## src/rtl/elelock_ctrl.sv

```systemverilog
// Door-lock PIN sequencer: accumulates a BCD code, compares it against the stored code, and enforces a timed lockout with alarm.
// Latency: enter sampled at edge T, check result on lock/pulses/alarm after edge T+1. No backpressure; unusable keys are dropped.
// Optional: ELELOCK_CODE_CHANGE_EN lets a new code be entered while the door is open.
module elelock_ctrl #(
    parameter int                  DIGITS      = 4,
    parameter logic [4*DIGITS-1:0] CODE        = 16'h1234,
    parameter int                  MAX_FAIL    = 3,
    parameter int                  LOCKOUT_CYC = 16
) (
    input  logic       clk,
    input  logic       rst_n,
    input  logic       key_valid,
    input  logic [3:0] key_code,
    input  logic       close,
    output logic       lock,
    output logic       open_pulse,
    output logic       err_pulse,
    output logic       alarm,
    output logic       code_set
);

    localparam int EW = 4 * DIGITS;
    localparam int CW = $clog2(DIGITS + 1);
    localparam int FW = $clog2(MAX_FAIL + 1);
    localparam int TW = $clog2(LOCKOUT_CYC + 1);

    localparam logic [CW-1:0] CNT_FULL   = CW'(DIGITS);
    localparam logic [FW-1:0] FAIL_LIM   = FW'(MAX_FAIL);
    localparam logic [TW-1:0] TIMER_INIT = TW'(LOCKOUT_CYC);

    typedef enum logic [2:0] {
        S_IDLE,
        S_ENTRY,
        S_CHECK,
        S_OPEN,
        S_LOCKOUT
    } state_t;

    state_t        r_state, w_state_nxt;
    logic [EW-1:0] r_entry, w_entry_nxt;
    logic [CW-1:0] r_digit_cnt, w_cnt_nxt;
    logic          r_ovf, w_ovf_nxt;
    logic [FW-1:0] r_fail_cnt, w_fail_nxt;
    logic [TW-1:0] r_timer, w_timer_nxt;
    logic [EW-1:0] r_code, w_code_nxt;
    logic          r_lock, w_lock_nxt;
    logic          r_open_pulse, w_open_nxt;
    logic          r_err_pulse, w_err_nxt;
    logic          r_alarm, w_alarm_nxt;
    logic          r_code_set, w_code_set_nxt;

    logic          w_is_digit;
    logic          w_is_clear;
    logic          w_is_enter;
    logic          w_full;
    logic          w_entry_ok;
    logic [FW-1:0] w_fail_inc;
    logic [EW-1:0] w_entry_shift;

    assign w_is_digit    = key_valid && (key_code <= 4'd9);
    assign w_is_clear    = key_valid && (key_code == 4'hA);
    assign w_is_enter    = key_valid && (key_code == 4'hB);
    assign w_full        = (r_digit_cnt == CNT_FULL);
    assign w_entry_ok    = w_full && !r_ovf;
    assign w_fail_inc    = r_fail_cnt + FW'(1);
    assign w_entry_shift = (r_entry << 4) | EW'(key_code);

    always_ff @(posedge clk or negedge rst_n) begin
        if (!rst_n) begin
            r_state      <= S_IDLE;
            r_entry      <= '0;
            r_digit_cnt  <= '0;
            r_ovf        <= 1'b0;
            r_fail_cnt   <= '0;
            r_timer      <= '0;
            r_code       <= CODE;
            r_lock       <= 1'b1;
            r_open_pulse <= 1'b0;
            r_err_pulse  <= 1'b0;
            r_alarm      <= 1'b0;
            r_code_set   <= 1'b0;
        end else begin
            r_state      <= w_state_nxt;
            r_entry      <= w_entry_nxt;
            r_digit_cnt  <= w_cnt_nxt;
            r_ovf        <= w_ovf_nxt;
            r_fail_cnt   <= w_fail_nxt;
            r_timer      <= w_timer_nxt;
            r_code       <= w_code_nxt;
            r_lock       <= w_lock_nxt;
            r_open_pulse <= w_open_nxt;
            r_err_pulse  <= w_err_nxt;
            r_alarm      <= w_alarm_nxt;
            r_code_set   <= w_code_set_nxt;
        end
    end

    always_comb begin
        w_state_nxt    = r_state;
        w_entry_nxt    = r_entry;
        w_cnt_nxt      = r_digit_cnt;
        w_ovf_nxt      = r_ovf;
        w_fail_nxt     = r_fail_cnt;
        w_timer_nxt    = r_timer;
        w_code_nxt     = r_code;
        w_lock_nxt     = r_lock;
        w_open_nxt     = 1'b0;
        w_err_nxt      = 1'b0;
        w_alarm_nxt    = r_alarm;
        w_code_set_nxt = 1'b0;

        case (r_state)
            S_IDLE, S_ENTRY: begin
                w_lock_nxt = 1'b1;
                if (w_is_digit) begin
                    w_state_nxt = S_ENTRY;
                    // Extra digits poison the attempt instead of scrolling the code.
                    if (w_full) begin
                        w_ovf_nxt = 1'b1;
                    end else begin
                        w_entry_nxt = w_entry_shift;
                        w_cnt_nxt   = r_digit_cnt + CW'(1);
                    end
                end else if (w_is_clear) begin
                    w_state_nxt = S_IDLE;
                    w_entry_nxt = '0;
                    w_cnt_nxt   = '0;
                    w_ovf_nxt   = 1'b0;
                end else if (w_is_enter) begin
                    w_state_nxt = S_CHECK;
                end
            end

            S_CHECK: begin
                w_entry_nxt = '0;
                w_cnt_nxt   = '0;
                w_ovf_nxt   = 1'b0;
                if (w_entry_ok && (r_entry == r_code)) begin
                    w_state_nxt = S_OPEN;
                    w_lock_nxt  = 1'b0;
                    w_open_nxt  = 1'b1;
                    w_fail_nxt  = '0;
                end else begin
                    w_err_nxt  = 1'b1;
                    w_fail_nxt = w_fail_inc;
                    if (w_fail_inc == FAIL_LIM) begin
                        w_state_nxt = S_LOCKOUT;
                        w_alarm_nxt = 1'b1;
                        w_timer_nxt = TIMER_INIT;
                    end else begin
                        w_state_nxt = S_IDLE;
                    end
                end
            end

            S_OPEN: begin
                w_lock_nxt = 1'b0;
                if (close) begin
                    w_state_nxt = S_IDLE;
                    w_lock_nxt  = 1'b1;
                    w_entry_nxt = '0;
                    w_cnt_nxt   = '0;
                    w_ovf_nxt   = 1'b0;
                end
`ifdef ELELOCK_CODE_CHANGE_EN
                else if (w_is_digit) begin
                    if (w_full) begin
                        w_ovf_nxt = 1'b1;
                    end else begin
                        w_entry_nxt = w_entry_shift;
                        w_cnt_nxt   = r_digit_cnt + CW'(1);
                    end
                end else if (w_is_clear || w_is_enter) begin
                    if (w_is_enter && w_entry_ok) begin
                        w_code_nxt     = r_entry;
                        w_code_set_nxt = 1'b1;
                    end
                    w_entry_nxt = '0;
                    w_cnt_nxt   = '0;
                    w_ovf_nxt   = 1'b0;
                end
`endif
            end

            S_LOCKOUT: begin
                w_lock_nxt = 1'b1;
                if (r_timer == TW'(1)) begin
                    w_state_nxt = S_IDLE;
                    w_alarm_nxt = 1'b0;
                    w_fail_nxt  = '0;
                    w_timer_nxt = '0;
                end else begin
                    w_timer_nxt = r_timer - TW'(1);
                end
            end

            default: begin
                w_state_nxt = S_IDLE;
            end
        endcase
    end

    assign lock       = r_lock;
    assign open_pulse = r_open_pulse;
    assign err_pulse  = r_err_pulse;
    assign alarm      = r_alarm;
    assign code_set   = r_code_set;

endmodule

```

## config.mk

```make
export PLATFORM = sky130hd
export DESIGN_NAME = elelock_ctrl
export DESIGN_NICKNAME = d
export VERILOG_FILES = /design/src/rtl/elelock_ctrl.sv
export SDC_FILE = /design/constraint.sdc
export NUM_CORES = 1
export LEC_CHECK = 0
export CAP_MARGIN = 10
export CORE_MARGIN = 8
export CORE_UTILIZATION = 45
export DETAILED_ROUTE_END_ITERATION = 8
export GPL_TIMING_DRIVEN = 0
export PLACE_DENSITY = 0.66
export REMOVE_ABC_BUFFERS = 1
export SLEW_MARGIN = 10
export SYNTH_ARGS = -nofsm -noshare
export SYNTH_HDL_FRONTEND = slang
export SYNTH_SLANG_ARGS = --single-unit
```

## constraint.sdc

```tcl
create_clock -name clk -period 1.8 [get_ports clk]
set_input_delay 0.45 -clock clk [delete_from_list [all_inputs] [get_ports clk]]
set_output_delay 0.45 -clock clk [all_outputs]
set_load 0.02 [all_outputs]
```

==> results.sh <==
export IMPL_syn_to_final_growth_pct=22.4
export IMPL_vias=1439
export IMPL_fin_cells=260
export IMPL_synth_edf_count=0
export IMPL_vdd_drop_max_mv=0.580
export IMPL_grtUsageTotal_pct=13.5
export IMPL_max_cap_viol_count=0
export IMPL_htree_levels=2
export IMPL_drt_iter0_markers=86
export IMPL_ys_top_cells_by_count="nand2_1 (46), dfrtp_1 (33), o21ai_2 (12), inv_1 (11), o21ai_0 (9)"
export IMPL_overflow=0
export IMPL_ios=13
export IMPL_hold_class="in -> async"
export IMPL_synth_area_leaders="dfrtp_1 (48%), nand2_1 (9.9%), o21ai_2 (6.0%), ha_1 (3.6%), o21ai_0 (2.6%)"
export IMPL_fin_crit_ns=1.79
export IMPL_max_slew_margin_pct=50.2
export IMPL_finalHoldViolCount=0
export IMPL_portBuffers=11
export IMPL_grt_pass1_wl_um=6690
export IMPL_status="finished, final reports clean"
export IMPL_arrival_ns=2.01
export IMPL_synth_area_leader_cell="dfrtp_1"
export IMPL_r2r_slack_ns=0.05
export IMPL_setup_tns_ns=0
export IMPL_cts_hold_buf=0
export IMPL_clk_pin_slew_ns=0.07
export IMPL_post_dp_hpwl_um=2360
export IMPL_cts_sinks=34
export IMPL_root_buffer="clkbuf_8"
export IMPL_postSynth_asyncResetShare_pct=100
export IMPL_ant_nets=0
export IMPL_die_area_um2=6110
export IMPL_rows=22
export IMPL_numCtsBuffers=5
export IMPL_synth_yosys_seq_area_share_pct=49.0
export IMPL_cts_max_path_buffers=2
export IMPL_timing_fmax_ghz=0.560
export IMPL_fin_nets=224
export IMPL_grt_pass1_vias=1413
export IMPL_gp_congestion=0.781
export IMPL_critPathKind="in -> reg"
export IMPL_fin_skew_ns=0.00391
export IMPL_coreArea_um2=3690
export IMPL_yosysUniqueCellTypes=37
export IMPL_n_antenna_cell=0
export IMPL_layout_drive_gt1_share_pct=23.6
export IMPL_final_core_util_pct=57.7
export IMPL_power_density_nw_per_um2=1150
export IMPL_p_leak_nw=0.943
export IMPL_initial_utilization_pct=47.1
export IMPL_synthFlopType="dfrtp_1"
export IMPL_startpoint_type="input port"
export IMPL_via_per_inst=5.53
export IMPL_synth_area_um2=1740
export IMPL_crit_start="close"
export IMPL_firstDrtPassIters=4
export IMPL_clock_latency_ns=0.29
export IMPL_crit_path_max_fanout=9
export IMPL_grt_max_degree=35
export IMPL_die_y_um=78.1
export IMPL_die_x_um=78.1
export IMPL_yosys_warnings=0
export IMPL_drc=0
export IMPL_slew_viol_final=0
export IMPL_reg2reg_depth=7
export IMPL_syn_area_per_cell_um2=9.24
export IMPL_worstPathRequired_ns=2.02
export IMPL_p_total_mw=2.45
export IMPL_r2r_end="r_digit_cnt[2]"
export IMPL_routed_wl_um=4050
export IMPL_r2r_start="r_digit_cnt[0]"
export IMPL_worstMarginPinSlew_ns=0.748
export IMPL_cts_tree="done"
export IMPL_antenna_found_initial=0
export IMPL_post_route_period_util_pct=99.2
export IMPL_dp_cells=238
export IMPL_wl_per_cell_um=15.6
export IMPL_end_kind="flip-flop"
export IMPL_finalSetupViolCount=0
export IMPL_ys_ff_latch=34
export IMPL_yosysMostFrequentCell="nand2_1"
export IMPL_synth_cells=188
export IMPL_yosysTopAreaCellShare_pct=47.5
[where the power goes]
part | leakage, nW | total [mW] | switching [mW] | internal [mW]
Clock | 0.0575 | 0.671 | 0.284 | 0.386
Combinational | 0.431 | 0.704 | 0.394 | 0.309
Sequential | 0.454 | 1.07 | 0.158 | 0.917
[timing repair]
item / 4_1_cts / 5_1_grt
gates resized for setup: 16 / 13
gates cloned: 4 / 1
pin swaps: 6 / 9
setup buffers: 5 / 4
endpoints found under the setup margin: 22 / 22
hold endpoints to repair: 0 / 0
[flip-flops by register name, indices dropped and copies added, names as in the netlist]
signal,flops
alarm,1
err_pulse,1
lock,1
open_pulse,1
r_digit_cnt,3
r_entry,16
r_fail_cnt,2
r_ovf,1
r_state,3
r_timer,5
[how the worst max path moves through the flow]
| stage | endpoint | slack (ns) | cells past startpoint |
|---|---|---|---|
| final | r_entry[8] | 0.01 | 6 |
| after global routing | r_digit_cnt[2] | -0.06 | 7 |
| after global placement | r_digit_cnt[2] | -1.22 | 6 |
| after detailed placement | r_entry[2] | -1.36 | 5 |
| after CTS | r_entry[0] | 0.005 | 6 |
| after floorplan | r_digit_cnt[2] | -0.41 | 5 |
[critical path, cell delays in order]
cell and delay, ns:
clkdlybuf4s50_1 0.47, nand3b_1 0.14, o211ai_1 0.11, buf_4 0.19
or3_4 0.49, o21ai_2 0.16
[cell families after synthesis]
| family | count (synthesis) | synth area share [%] |
|---|---|---|
| AOI/OAI and AO/OA | 41 | 16.9 |
| adders and majority gates | 5 | 3.60 |
| buffers and inverters | 20 | 6.55 |
| DFF | 34 | 49.0 |
| muxes | 1 | 0.576 |
| other | 1 | 0.216 |
| and+or+nand+nor | 86 | 23.1 |
[through the flow]
| stage | worst slack (ns) | hold WS, ns | cell area (um^2) |
|---|---|---|---|
| global route | -0.0611 | 0.298 | 2130 |
| detailed placement | -1.36 | 0.480 | 1830 |
| CTS | 0.00504 | 0.240 | 2050 |
| finish | 0.0147 | 0.220 | 2130 |
| floorplan | -0.406 | 0.154 | 1670 |
| global placement | -1.22 | 0.456 | 1840 |
[routing by layer]
layer,GRT usage (%),wire length [um]
met2,21.0,1920
met5,0,0
met3,3.53,208
met4,5.56,74
met1,17.5,1840
[cell usage in the layout (no fill, tap or decap), drive strengths merged]
| cell | netlist | layout |
|---|---|---|
| o32ai | 2 | 2 |
| a21oi | 5 | 5 |
| nor2b | 1 | 1 |
| o31ai | 1 | 1 |
| buf | 9 | 10 |
| a21boi | 1 | 1 |
| nand3 | 5 | 5 |
| inv | 11 | 11 |
| ha | 5 | 5 |
| nand4b | 1 | 1 |
| and2 | 1 | 1 |
| or3 | 4 | 9 |
| nor4b | 3 | 3 |
| dlymetal6s2s | 0 | 1 |
| o22ai | 2 | 2 |
| o21a | 1 | 1 |
| nand2 | 46 | 46 |
| a211oi | 1 | 1 |
| dfrtp | 33 | 33 |
| and3 | 3 | 3 |
| clkdlybuf4s50 | 0 | 5 |
| nand3b | 1 | 1 |
| o21ai | 24 | 24 |
| o211ai | 1 | 1 |
| nand2b | 2 | 2 |
| a2111oi | 1 | 1 |
| clkbuf | 0 | 8 |
| nor4bb | 1 | 1 |
| conb | 1 | 1 |
| nand4 | 1 | 1 |
| dlygate4sd2 | 0 | 4 |
| a211o | 2 | 2 |
| mux2i | 1 | 1 |
| dfstp | 1 | 1 |
| nor3 | 8 | 8 |
| nor2 | 9 | 9 |
[final cells by class]
cell class / count / area, um^2
Multi-Input combinational cell: 139 / 893
Fill cell: 326 / 1560
Timing Repair Buffer: 20 / 170
Sequential cell: 34 / 852
Tap cell: 48 / 60.1
Clock buffer: 8 / 110
Inverter: 11 / 41.3
Note: power is estimated with default switching activity, not from simulation.
==> edit, RTL diff (same flow settings) <==
Put one more register stage on the output `alarm`, with the module's reset. The value now appears one clock later. The other outputs are not delayed to match. Comments in the files are not updated.
--- a/src/rtl/elelock_ctrl.sv
+++ b/src/rtl/elelock_ctrl.sv
@@ -203,7 +203,13 @@
     assign lock       = r_lock;
     assign open_pulse = r_open_pulse;
     assign err_pulse  = r_err_pulse;
-    assign alarm      = r_alarm;
+    always_ff @(posedge clk or negedge rst_n) begin
+        if (!rst_n) begin
+            alarm <= '0;
+        end else begin
+            alarm <= r_alarm;
+        end
+    end
     assign code_set   = r_code_set;
 
 endmodule
Behaviour: not the same (a bounded check fails within 10 cycles, from zero or initial values and one cycle with rst_n low).
==> edit against the original RTL <==
Sequential share of layout area shrank 0.60 points; sequential power grew 7%; synthesized area is 6.1% higher; wire length decreased by 11%; sequential cell count increased by 1; worst setup slack better by 20 ps; power up 5.8%; final area is 4.6% higher; global-route usage decreased by 1.2 points; first-iteration DRC count rose by 21%; critical endpoint is now r_state[1]$_DFFE_PN0P_; largest cell class is now sequential cells.
==> edit: results (changes against the original RTL) <==
metric;value;unit;change
synthArstFlopShare;1.00;;unchanged
critical_path.top_delay_family;simple AND/OR/NAND/NOR gates;;was buffers and inverters
status;finished clean;;unchanged
final_cells;256;;was 260
place_hpwl;2.54;mm;was 2.36 mm
dp_cells;239;;was 238
critical_path.max_stage_delay;500;ps;
yosysSeqAreaShare;0.476;;was 0.490
clock_power;0.619;mW;was 0.671 mW
avgSynthCellArea;10.0;um2;was 9.24 um2
grt_use_total;0.123;;was 0.135
hold_path_class;in2async;;unchanged
swShare;0.325;;was 0.342
io_buffers;11;;unchanged
grt_max_degree;36;;was 35
grt_pass1_wl;6.33;mm;was 6.69 mm
netlist_top_cells_count;dfrtp_1, inv_1, nand2_1;;was nand2_1, dfrtp_1, o21ai_2
cts_max_level;2;;unchanged
nets;218;;was 224
dr.first_iter.drc_count;104;;was 86
vias;1335;;was 1439
numCtsBuffers;5;;unchanged
irDropWorstVdd;0.000569;V;was 0.000580 V
yosysUniqueCellTypes;46;;was 37
antenna_found_initial;0;;unchanged
top_regs;r_entry: 16 flops, r_timer: 5 flops;;unchanged
layout-drive-gt1-share;0.209;;was 0.236
cts_hold_buf;0;;unchanged
crit_path_max_fanout;3;;was 9
firstDrtPassIters;4;;unchanged
drt_wl_total;3.60;mm;was 4.05 mm
yosys_warnings;0;;unchanged
worstPathArrival;1960;ps;was 2010 ps
placed_area;0.00197;mm2;was 0.00183 mm2
skew;6.66;ps;was 3.91 ps
route.detailed.drc;0;;unchanged
power.leakage;0.994;nW;was 0.943 nW
powerComb;0.836;mW;was 0.704 mW
tightest_slew;768;ps;was 748 ps
cp_slowest_cell;or4_4;;was or3_4
place.gp.congestion;0.769;;was 0.781
path_clk_slew;70;ps;about the same
insertedDiodeCount;0;;unchanged
synth_most_common_cell;dfrtp_1;;was nand2_1
grt_pass1_vias;1424;;was 1413
synth.area.top_cells;dfrtp_1, mux2i_1, inv_1, nand2_1, ha_1;;was dfrtp_1, nand2_1, o21ai_2, ha_1, o21ai_0
clk_latency;280;ps;
cts_root_buf;clkbuf_8;;unchanged
clockBufferDepth;2;;unchanged
## edit: path summary, 6_finish.rpt
path	slack, ps	startpoint	depth (start not counted)	to
hold reg to reg	390	r_alarm$_DFFE_PN0P_	0	alarm$_DFF_PN0_
hold / removal	240	rst_n	1	r_timer[1]$_DFFE_PN0P_
max in group asynchronous	1020	rst_n	1	r_state[2]$_DFFE_PN0P_
setup reg to reg	30	r_entry[3]$_DFFE_PN0P_	4	r_state[1]$_DFFE_PN0P_
min in group clk	390	r_alarm$_DFFE_PN0P_	0	alarm$_DFF_PN0_
setup / recovery	30	r_entry[3]$_DFFE_PN0P_	4	r_state[1]$_DFFE_PN0P_
## edit: kinds of logic after synthesis
family,after synthesis,synth area share
other,1,0.00203
muxes,21,0.115
DFF,35,0.476
buffers and inverters,36,0.0923
AOI/OAI and AO/OA,22,0.0780
adders and majority gates,5,0.0339
and+or+nand+nor,64,0.204
## edit: through the flow
| stage | setup WS, ps | total power, mW |
|---|---|---|
| finish | 34.8 | 2.59 |
| global route | -32.8 | 2.76 |
| CTS | -2.85 | 2.52 |
| detailed placement | -1140 | 1.81 |
| global placement | -2850 | 1.76 |
| floorplan | -1660 | 1.59 |
## edit: metal layers
metal  up-vias  wire, um  global-route usage
li1        656         -                   -
met1       644      1670               0.152
met2        29      1760               0.203
met3         6       127              0.0315
met4         0        41              0.0418
met5         -         0                   0
## edit: cell type report
class,instances,area [um2]
inverter,28,105
timing repair buffer,22,211
tap,50,62.6
fill,348,1750
clock buffer,8,100
sequential,35,878
multi-input combinational,113,868
## edit: what timing repair did
action | 4_1_cts | 5_1_grt
endpoints found under the setup margin | 26 | 28
gates resized for setup | 17 | 13
setup buffers | 8 | 1
pin swaps | 7 | 3
